===== config.mk =====
export PLATFORM = sky130hd
export DESIGN_NAME = fmcw_chirp_sequencer_flat
export DESIGN_NICKNAME = d
export VERILOG_FILES = /design/src/rtl/fmcw_chirp_sequencer_if.sv /design/src/rtl/fmcw_chirp_sequencer.sv /design/src/flat_wrapper.sv
export SDC_FILE = /design/constraint.sdc
export NUM_CORES = 1
export LEC_CHECK = 0
export BUFFER_PORTS_ARGS = -buffer_cell sky130_fd_sc_hd__buf_2
export CAP_MARGIN = 20
export CORE_MARGIN = 8
export CORE_UTILIZATION = 60
export DETAILED_ROUTE_END_ITERATION = 12
export GPL_TIMING_DRIVEN = 0
export PLACE_DENSITY = 0.79
export SYNTH_ARGS = -nofsm -noshare
export SYNTH_HDL_FRONTEND = slang
export SYNTH_SLANG_ARGS = --single-unit

===== constraint.sdc =====
create_clock -name clk -period 7.8 [get_ports clk]
set_input_delay 0.78 -clock clk [delete_from_list [all_inputs] [get_ports clk]]
set_output_delay 0.78 -clock clk [all_outputs]
set_load 0.03 [all_outputs]

===== src/rtl/fmcw_chirp_sequencer_if.sv =====
// Control/status bundle between the host registers and the chirp sequencer.
interface fmcw_chirp_sequencer_if #(
  parameter int unsigned DIV_W   = 8,
  parameter int unsigned SAMP_W  = 12,
  parameter int unsigned CHIRP_W = 8
);
  logic               start;
  logic               abort;
  logic [DIV_W-1:0]   div_cfg;
  logic [SAMP_W-1:0]  samples_per_chirp;
  logic [SAMP_W-1:0]  gap_samples;
  logic [CHIRP_W-1:0] chirps_per_frame;
  logic               busy;
  logic               ramp_active;
  logic               chirp_start;
  logic               sample_stb;
  logic [SAMP_W-1:0]  sample_idx;
  logic [CHIRP_W-1:0] chirp_idx;
  logic               frame_done;

  // Host / control side
  modport master (
    output start, abort, div_cfg, samples_per_chirp, gap_samples, chirps_per_frame,
    input  busy, ramp_active, chirp_start, sample_stb, sample_idx, chirp_idx, frame_done
  );

  // Sequencer side
  modport slave (
    input  start, abort, div_cfg, samples_per_chirp, gap_samples, chirps_per_frame,
    output busy, ramp_active, chirp_start, sample_stb, sample_idx, chirp_idx, frame_done
  );
endinterface


===== src/rtl/fmcw_chirp_sequencer.sv =====
// FMCW frame sequencer: sample-rate enable, ramp trigger, ADC strobes, gaps, frame end.
// Internal counters describe the current cycle; outputs are registered copies of
// the values the next cycle will have, so every output is a flop.
module fmcw_chirp_sequencer #(
  parameter int unsigned DIV_W   = 8,
  parameter int unsigned SAMP_W  = 12,
  parameter int unsigned CHIRP_W = 8
) (
  input  logic clk,
  input  logic rst,
  fmcw_chirp_sequencer_if.slave bus
);

  typedef enum logic [1:0] {IDLE = 2'd0, RAMP = 2'd1, GAP = 2'd2} state_t;

  state_t             state, state_n;
  logic [DIV_W-1:0]   tick, tick_n, p_q, p_n;
  logic [SAMP_W-1:0]  samp, samp_n, grp, grp_n, n_q, n_n, g_q, g_n;
  logic [CHIRP_W-1:0] chirp, chirp_n, c_q, c_n;
  logic               tick_last;
  logic               done_n, busy_n, ramp_n, cs_n, stb_n;
  logic [SAMP_W-1:0]  idx_n;
  logic [CHIRP_W-1:0] cidx_n;

  // State register
  always_ff @(posedge clk or posedge rst) begin
    if (rst) state <= IDLE;
    else     state <= state_n;
  end

  // Next-state, counter and next-output logic
  always_comb begin
    state_n   = state;
    tick_n    = tick;
    samp_n    = samp;
    grp_n     = grp;
    chirp_n   = chirp;
    p_n       = p_q;
    n_n       = n_q;
    g_n       = g_q;
    c_n       = c_q;
    done_n    = 1'b0;
    tick_last = (tick == p_q - DIV_W'(1));
    case (state)
      IDLE: begin
        if (bus.start && !bus.abort && (bus.samples_per_chirp != '0) &&
            (bus.chirps_per_frame != '0)) begin
          state_n = RAMP;
          tick_n  = '0;
          samp_n  = '0;
          grp_n   = '0;
          chirp_n = '0;
          p_n     = (bus.div_cfg == '0) ? DIV_W'(1) : bus.div_cfg;
          n_n     = bus.samples_per_chirp;
          g_n     = bus.gap_samples;
          c_n     = bus.chirps_per_frame;
        end
      end
      RAMP: begin
        if (bus.abort) begin
          state_n = IDLE;
          tick_n  = '0;
          samp_n  = '0;
          grp_n   = '0;
          chirp_n = '0;
        end else if (tick_last) begin
          tick_n = '0;
          if (samp == n_q - SAMP_W'(1)) begin
            state_n = GAP;
            grp_n   = '0;
          end else begin
            samp_n = samp + SAMP_W'(1);
          end
        end else begin
          tick_n = tick + DIV_W'(1);
        end
      end
      GAP: begin
        if (bus.abort) begin
          state_n = IDLE;
          tick_n  = '0;
          samp_n  = '0;
          grp_n   = '0;
          chirp_n = '0;
        end else if ((g_q == '0) || (tick_last && (grp == g_q - SAMP_W'(1)))) begin
          tick_n = '0;
          samp_n = '0;
          grp_n  = '0;
          if (chirp == c_q - CHIRP_W'(1)) begin
            state_n = IDLE;
            chirp_n = '0;
            done_n  = 1'b1;
          end else begin
            state_n = RAMP;
            chirp_n = chirp + CHIRP_W'(1);
          end
        end else if (tick_last) begin
          tick_n = '0;
          grp_n  = grp + SAMP_W'(1);
        end else begin
          tick_n = tick + DIV_W'(1);
        end
      end
      default: begin
        state_n = IDLE;
      end
    endcase
    busy_n = (state_n != IDLE);
    ramp_n = (state_n == RAMP);
    cs_n   = (state_n == RAMP) && (state != RAMP);
    stb_n  = (state_n == RAMP) && (tick_n == p_n - DIV_W'(1));
    idx_n  = ramp_n ? samp_n : '0;
    cidx_n = busy_n ? chirp_n : '0;
  end

  // Counters, latched configuration and registered outputs
  always_ff @(posedge clk or posedge rst) begin
    if (rst) begin
      tick             <= '0;
      samp             <= '0;
      grp              <= '0;
      chirp            <= '0;
      p_q              <= '0;
      n_q              <= '0;
      g_q              <= '0;
      c_q              <= '0;
      bus.busy         <= 1'b0;
      bus.ramp_active  <= 1'b0;
      bus.chirp_start  <= 1'b0;
      bus.sample_stb   <= 1'b0;
      bus.sample_idx   <= '0;
      bus.chirp_idx    <= '0;
      bus.frame_done   <= 1'b0;
    end else begin
      tick             <= tick_n;
      samp             <= samp_n;
      grp              <= grp_n;
      chirp            <= chirp_n;
      p_q              <= p_n;
      n_q              <= n_n;
      g_q              <= g_n;
      c_q              <= c_n;
      bus.busy         <= busy_n;
      bus.ramp_active  <= ramp_n;
      bus.chirp_start  <= cs_n;
      bus.sample_stb   <= stb_n;
      bus.sample_idx   <= idx_n;
      bus.chirp_idx    <= cidx_n;
      bus.frame_done   <= done_n;
    end
  end

endmodule


===== src/flat_wrapper.sv =====
// flat-port wrapper written by rule: the top's interface ports become plain ports
module fmcw_chirp_sequencer_flat 
#(
  parameter int unsigned DIV_W   = 8,
  parameter int unsigned SAMP_W  = 12,
  parameter int unsigned CHIRP_W = 8
)
  (clk, rst, bus_start, bus_abort, bus_div_cfg, bus_samples_per_chirp, bus_gap_samples, bus_chirps_per_frame, bus_busy, bus_ramp_active, bus_chirp_start, bus_sample_stb, bus_sample_idx, bus_chirp_idx, bus_frame_done);
  fmcw_chirp_sequencer_if #(.DIV_W(DIV_W), .SAMP_W(SAMP_W), .CHIRP_W(CHIRP_W)) bus_i ();
  input  logic clk;
  input  logic rst;
  input wire logic [$bits(bus_i.start)-1:0] bus_start;
  input wire logic [$bits(bus_i.abort)-1:0] bus_abort;
  input wire logic [$bits(bus_i.div_cfg)-1:0] bus_div_cfg;
  input wire logic [$bits(bus_i.samples_per_chirp)-1:0] bus_samples_per_chirp;
  input wire logic [$bits(bus_i.gap_samples)-1:0] bus_gap_samples;
  input wire logic [$bits(bus_i.chirps_per_frame)-1:0] bus_chirps_per_frame;
  output wire logic [$bits(bus_i.busy)-1:0] bus_busy;
  output wire logic [$bits(bus_i.ramp_active)-1:0] bus_ramp_active;
  output wire logic [$bits(bus_i.chirp_start)-1:0] bus_chirp_start;
  output wire logic [$bits(bus_i.sample_stb)-1:0] bus_sample_stb;
  output wire logic [$bits(bus_i.sample_idx)-1:0] bus_sample_idx;
  output wire logic [$bits(bus_i.chirp_idx)-1:0] bus_chirp_idx;
  output wire logic [$bits(bus_i.frame_done)-1:0] bus_frame_done;
  assign bus_i.start = bus_start;
  assign bus_i.abort = bus_abort;
  assign bus_i.div_cfg = bus_div_cfg;
  assign bus_i.samples_per_chirp = bus_samples_per_chirp;
  assign bus_i.gap_samples = bus_gap_samples;
  assign bus_i.chirps_per_frame = bus_chirps_per_frame;
  assign bus_busy = bus_i.busy;
  assign bus_ramp_active = bus_i.ramp_active;
  assign bus_chirp_start = bus_i.chirp_start;
  assign bus_sample_stb = bus_i.sample_stb;
  assign bus_sample_idx = bus_i.sample_idx;
  assign bus_chirp_idx = bus_i.chirp_idx;
  assign bus_frame_done = bus_i.frame_done;
  fmcw_chirp_sequencer #(.DIV_W(DIV_W), .SAMP_W(SAMP_W), .CHIRP_W(CHIRP_W)) u_core (.clk(clk), .rst(rst), .bus(bus_i));
endmodule

==> results.tsv, run 1 <==
metric	value	unit
cpPeakStageDelay	0.58	ns
worst-path-max-fanout	10	
antenna_left	0	
grtUsageTotal	0.2176	
yosys_warnings	0	
post_cts_resized	0	
ys_types	74	
numPortBuffers	68	
vias_per_cell	6.120	
netlist_area	0.006310	mm2
period_minus_slack	4.203	ns
worst-r2r-setup-slack	3.89	ns
clk_latency	0.37	ns
synth_top_area_frac	0.4244	
report.final.slew_viol_count	0	
p_sw_frac	0.3085	
die_h	118.6	um
drive_gt1_frac	0.1866	
seqPwrFrac	0.464	
io_pins	69	
worst_setup_path_end_kind	flip-flop	
critPathLaunchType	input pin	
synthFlopType	dfrtp_1	
dp.cells	864	
setup_tns	0	ns
clock_skew	0.01102	ns
reg2reg_from	u_core.g_q[0]	
holdWs	0.4622	ns
cts_root_buf	clkbuf_8	
cts_tree	built	
synth_area_leader_cell	dfrtp_1	
area_growth	12.53	%
r2r-end	u_core.grp[8]	
syn_area_per_cell	9.575	um2
relSlewSlack	0.3696	
crit_type	in2reg	
place.gp.congestion	0.8713	
clkPwrFrac	0.283	
post-place-ws	3.273	ns
multiInputGateArea	0.003413	mm2
p_leak	3.309	nW
ys_seq_area_frac	0.4244	
core_area	0.01028	mm2
nFillCells	823	
cts_buffers	9	
worst_ep_required_time	8.06	ns
p_int	991.2	uW
hpwl	11500	um
die_x	118.6	um
area.sequential	0.002678	mm2
cts_sinks	107	
grt-ovfl-total	0	
cts.clk_slew.worst_paths	0.10	ns
first_pass_iters	5	
syn_nets	713	
synth_seq_cells	107	
wl_per_cell	17.25	um
diodes	0	
hold_buffers	0	
worst-path-buf-inv	4	
start_util	0.6140	
cp_cell_sequence	buf_2, nor4_1, nand3_1, nand4_1, clkbuf_1, clkbuf_1, buf_1, mux2i_1, ha_1, xor2_1, nand4_1, a2111oi_2	
first_iter_violations	388	
grt_max_degree	65	
ir_worst_vdd	0.1048	mV
cts_buffer_depth	2	
worstRegToRegCells	12	
ys_top_cells_by_area	dfrtp_1 (42%), mux2_2 (6.6%), xnor2_1 (5.4%)	
fin_ws	3.597	ns
hold_viol	0	
synthCells	659	
worst_slew_pin_slew	0.9370	ns
setup_viol	0	
maxCapViolations	0	
antenna_found_initial	1	
fin_cells	881	
num_rows	37	
cp_slowest_cell	buf_1	
drc	0	
combPwrFrac	0.253	
finalCritPeriodShare	0.5389	
hold_class	in2async	
final_nets	794	
status	finished clean	
p_per_area	201.9	mW/mm2
grt_pass1_vias	5289	
grt_pass1_wl	25420	um
post-cts-setup-buffer-count	0	
fmax	0.2379	GHz
arrival	4.46	ns
dieArea	0.01405	mm2
synth_most_common_cell	dfrtp_1	
dr_total_vias	5392	
synth_edf_count	0	
rsz0062_at_grt	false	
synthArstFlopShare	1.000	
cts_max_level	3	
synth.top_cells.by_count	dfrtp_1 (107), nand2_1 (54), xnor2_1 (39)	
cp_top_family	buffers and inverters	
power.switching	442.1	uW
total_power	1.433	mW
drt_wl_total	15190	um
## cell families after synthesis
family          share of synthesized area
compound gates                     0.1686
fa+ha+maj                         0.01983
simple gates                       0.1957
flops                              0.4244
buf+inv                           0.03470
mux                               0.07396
xor+xnor                          0.08289
## routing by layer
| layer | global-route usage | part of all wire | up-vias |
|---|---|---|---|
| li1 | - | - | 2558 |
| met1 | 0.2648 | 0.42 | 2636 |
| met2 | 0.3840 | 0.51 | 179 |
| met3 | 0.04855 | 0.064 | 17 |
| met4 | 0.05059 | 0.0093 | 2 |
| met5 | 0 | 0.00053 | - |
## area by class of cell
cell class | instances | area share
Buffer | 33 | 0.01868
Clock buffer | 12 | 0.02044
Timing Repair Buffer | 70 | 0.05286
Multi-Input combinational cell | 496 | 0.4807
Tap cell | 136 | 0.02396
Inverter | 23 | 0.01251
Clock inverter | 4 | 0.01374
Sequential cell | 107 | 0.3771
## state kept, by name (all words and copies together), names as in the netlist, 2 cells and up
register / cells
u_core.p_q: 8
u_core.bus.chirp_idx: 8
u_core.c_q: 8
u_core.samp: 12
u_core.tick: 8
u_core.chirp: 8
u_core.g_q: 12
u_core.n_q: 12
u_core.state: 2
u_core.grp: 12
u_core.bus.sample_idx: 12
## how the worst max path moves through the flow
stage,end,start,slack [ns],cells after the start
3_3_place_gp,u_core.bus.chirp_idx[6],rst,3.11,2
6_report,u_core.bus.sample_stb,bus_samples_per_chirp[3],3.60,12
5_1_grt,u_core.bus.sample_stb,bus_samples_per_chirp[3],3.34,12
3_5_place_dp,u_core.bus.sample_stb,bus_samples_per_chirp[3],3.27,12
2_1_floorplan,u_core.bus.busy,rst,4.20,1
4_1_cts,u_core.bus.sample_stb,bus_samples_per_chirp[3],3.60,12
## cells in the final DEF, fill, tap and decap left out, types with 14 or more instances in the layout
cell type / n
dfrtp_1: 107
buf_2: 69
nand2_1: 54
xnor2_1: 39
mux2_2: 37
nor2_1: 31
clkbuf_1: 30
a21oi_1: 27
o21ai_0: 23
inv_1: 21
nor3_1: 21
nand3_1: 20
o21ai_1: 19
xor2_1: 18
and3_1: 17
nor4_1: 15
and2_1: 14
## power groups by stage
stage / clock network, mW / registers, mW / logic, mW
2_1_floorplan: 0 / 0.660 / 0.280
3_3_place_gp: 0 / 0.671 / 0.340
3_5_place_dp: 0 / 0.675 / 0.358
4_1_cts: 0.409 / 0.663 / 0.361
5_1_grt: 0.433 / 0.672 / 0.403
6_report: 0.406 / 0.665 / 0.363
## stage by stage
step | instance area, um2 | util
floorplan | 6310 | -
global placement | 6820 | 0.6636
detailed placement | 6850 | 0.6665
CTS | 7093 | 0.6902
global route | 7101 | 0.6909
finish | 7101 | 0.6909
(Power assumes the default switching activity.)
==> run 2: changes to the inputs <==
Settings changed: ABC_AREA set to 1, PLACE_DENSITY 0.79 to 0.78.
Clock period 7.8 ns to 4.4 ns, I/O delays scaled along.
==> run 2 against run 1 <==
Effect of this change: hold slack worse by 0.32 ns; register-to-register slack worse by 2.2 ns; non-clock buffer count is 13 lower; synthesized cell count is 61% higher; power is 100% higher; synthesized area is 18% higher; die area is 15% higher; first-iteration DRC count is 24% higher; core utilization is 0.11 points lower; clock skew is 0.0013 ns lower; cell area is 17% higher; largest cell class unchanged.
==> results.tsv, run 2 <==
metric	value	unit
status	finished clean	
cts_sinks	107	
hpwl	14390	um
setup_tns	0	ns
synthCells	1059	
worstRegToRegCells	17	
grt_pass1_wl	31190	um
drt_wl_total	18620	um
area.sequential	0.002678	mm2
clock_skew	0.009744	ns
worst_setup_path_end_kind	flip-flop	
ys_types	43	
period_minus_slack	2.709	ns
numPortBuffers	67	
ir_worst_vdd	0.3060	mV
syn_area_per_cell	7.016	um2
cts_tree	built	
synth_seq_cells	107	
p_leak	4.340	nW
clk_latency	0.36	ns
fmax	0.3691	GHz
relSlewSlack	0.5216	
io_pins	69	
antenna_left	0	
diodes	0	
hold_viol	0	
yosys_warnings	0	
grt_max_degree	66	
reg2reg_from	u_core.p_q[0]	
final_nets	1192	
drive_gt1_frac	0.1549	
layout_common_cells	nand2_1 (366), dfrtp_1 (107), inv_1 (97)	
drc	0	
crit_type	reg2reg	
p_per_area	349.5	mW/mm2
ys_seq_area_frac	0.3604	
synth.top_cells.by_count	nand2_1 (366), dfrtp_1 (107), inv_1 (98)	
synthArstFlopShare	1.000	
nFillCells	1086	
netlist_area	0.007430	mm2
start_util	0.6160	
rsz0062_at_grt	false	
multiInputGateArea	0.004139	mm2
grtUsageTotal	0.2381	
num_rows	40	
finalCritPeriodShare	0.6158	
hold_class	in2async	
synth_most_common_cell	nand2_1	
dr_total_vias	6859	
synth_edf_count	0	
worst-path-max-fanout	10	
wl_per_cell	14.20	um
die_x	127.3	um
synth_top_area_frac	0.3604	
maxCapViolations	0	
hold_buffers	0	
vias_per_cell	5.232	
cts.clk_slew.worst_paths	0.07	ns
cts_max_level	3	
report.final.slew_viol_count	0	
area_growth	11.99	%
worst-r2r-setup-slack	1.69	ns
setup_viol	0	
core_area	0.01206	mm2
final_common_cell	nand2_1	
grt-ovfl-total	0	
total_power	2.908	mW
ys_top_cells_by_area	dfrtp_1 (36%), nand2_1 (18%), xor2_1 (5.4%)	
cts_buffer_depth	2	
dieArea	0.01620	mm2
fin_cells	1311	
die_h	127.3	um
post-cts-setup-buffer-count	0	
critPathLaunchType	flip-flop	
worst_ep_required_time	4.65	ns
finalInstanceArea	0.008320	mm2
antenna_found_initial	0	
cts_root_buf	clkbuf_16	
r2r-end	u_core.grp[5]	
grt_pass1_vias	6546	
arrival	2.96	ns
cts_buffers	9	
synthFlopType	dfrtp_1	
first_iter_violations	482	
worst_slew_pin_slew	0.7176	ns
post_cts_resized	0	
syn_nets	1113	
place_area	0.008005	mm2
first_pass_iters	5	
synth_area_leader_cell	dfrtp_1	
dp.cells	1295	
place.gp.congestion	0.9040	
==> run 2: cell count changes in the layout (fill, tap and decap cells not counted), sizes merged, moves of 22 or more <==
cell / previous run / this run
nand2: 54 / 381
inv: 23 / 132
nand4: 9 / 39
mux2: 37 / 0
xor2: 18 / 47
a21oi: 29 / 7
nand3: 20 / 88
nor2: 31 / 113
==> run 2: worst max-delay path: stages, from the launching register on <==
cell and delay, ns:
dfrtp_1 0.40, inv_2 0.11, ha_1 0.29, inv_1 0.06, nand2_1 0.11, nand2_1 0.06
nand2_1 0.11, nand3_1 0.11, nor2_2 0.17, nand3b_4 0.10, nor2_4 0.20, nand3_1 0.18
nand2_1 0.11, nand2_2 0.07, o21bai_4 0.20, buf_4 0.18, nand2_1 0.07, nand2_1 0.05
==> run 2: layout make-up <==
| cell class | instances | share of cell area |
|---|---|---|
| Multi-Input combinational cell | 802 | 0.4974 |
| Sequential cell | 107 | 0.3218 |
| Inverter | 128 | 0.05850 |
| Timing Repair Buffer | 68 | 0.04361 |
| Clock buffer | 10 | 0.02872 |
| Tap cell | 168 | 0.02526 |
| Buffer | 22 | 0.01549 |
| Clock inverter | 6 | 0.009173 |
==> run 2: logic make-up (layout without fill, tap and decap cells) <==
family          count (synthesis)  in the layout  synth area share
simple gates                  656            656            0.3968
buf+inv                       150            234           0.08252
flops                         107            107            0.3604
xor+xnor                       73             73           0.09279
compound gates                 63             63           0.05069
fa+ha+maj                      10             10           0.01684
==> run 2: routing by layer <==
layer	global-route usage	routed length, um	part of all wire
met1	0.3083	8527	0.46
met2	0.3894	8638	0.46
met3	0.05574	1095	0.059
met4	0.06858	354	0.019
met5	0	0	0
==> run 2: worst max-delay path by stage <==
stage | startpoint | to | slack, ns
3_3_place_gp | rst | u_core.c_q[0] | -0.09
6_report | u_core.p_q[0] | u_core.grp[5] | 1.69
4_1_cts | u_core.p_q[0] | u_core.bus.sample_idx[5] | 1.69
2_1_floorplan | rst | u_core.bus.busy | 1.14
3_5_place_dp | bus_samples_per_chirp[1] | u_core.bus.sample_stb | 1.69
5_1_grt | u_core.p_q[0] | u_core.bus.sample_idx[5] | 1.42
==> run 2: metrics by stage <==
step           worst slack [ns]    util  hold slack [ns]
3_5_place_dp              1.693  0.6637           0.4886
5_1_grt                   1.415  0.6898           0.1788
3_3_place_gp           -0.08672  0.6612           0.4846
4_1_cts                   1.690  0.6898           0.1483
6_report                  1.691  0.6898           0.1384
2_1_floorplan             1.143       -           0.4683
==> run 2: power by group <==
| group | internal (mW) | switching (mW) | leakage [nW] |
|---|---|---|---|
| clock network | 0.470 | 0.398 | 0.156 |
| registers | 1.07 | 0.0934 | 1.42 |
| logic | 0.322 | 0.560 | 2.76 |
| total | 1.86 | 1.05 | 4.34 |
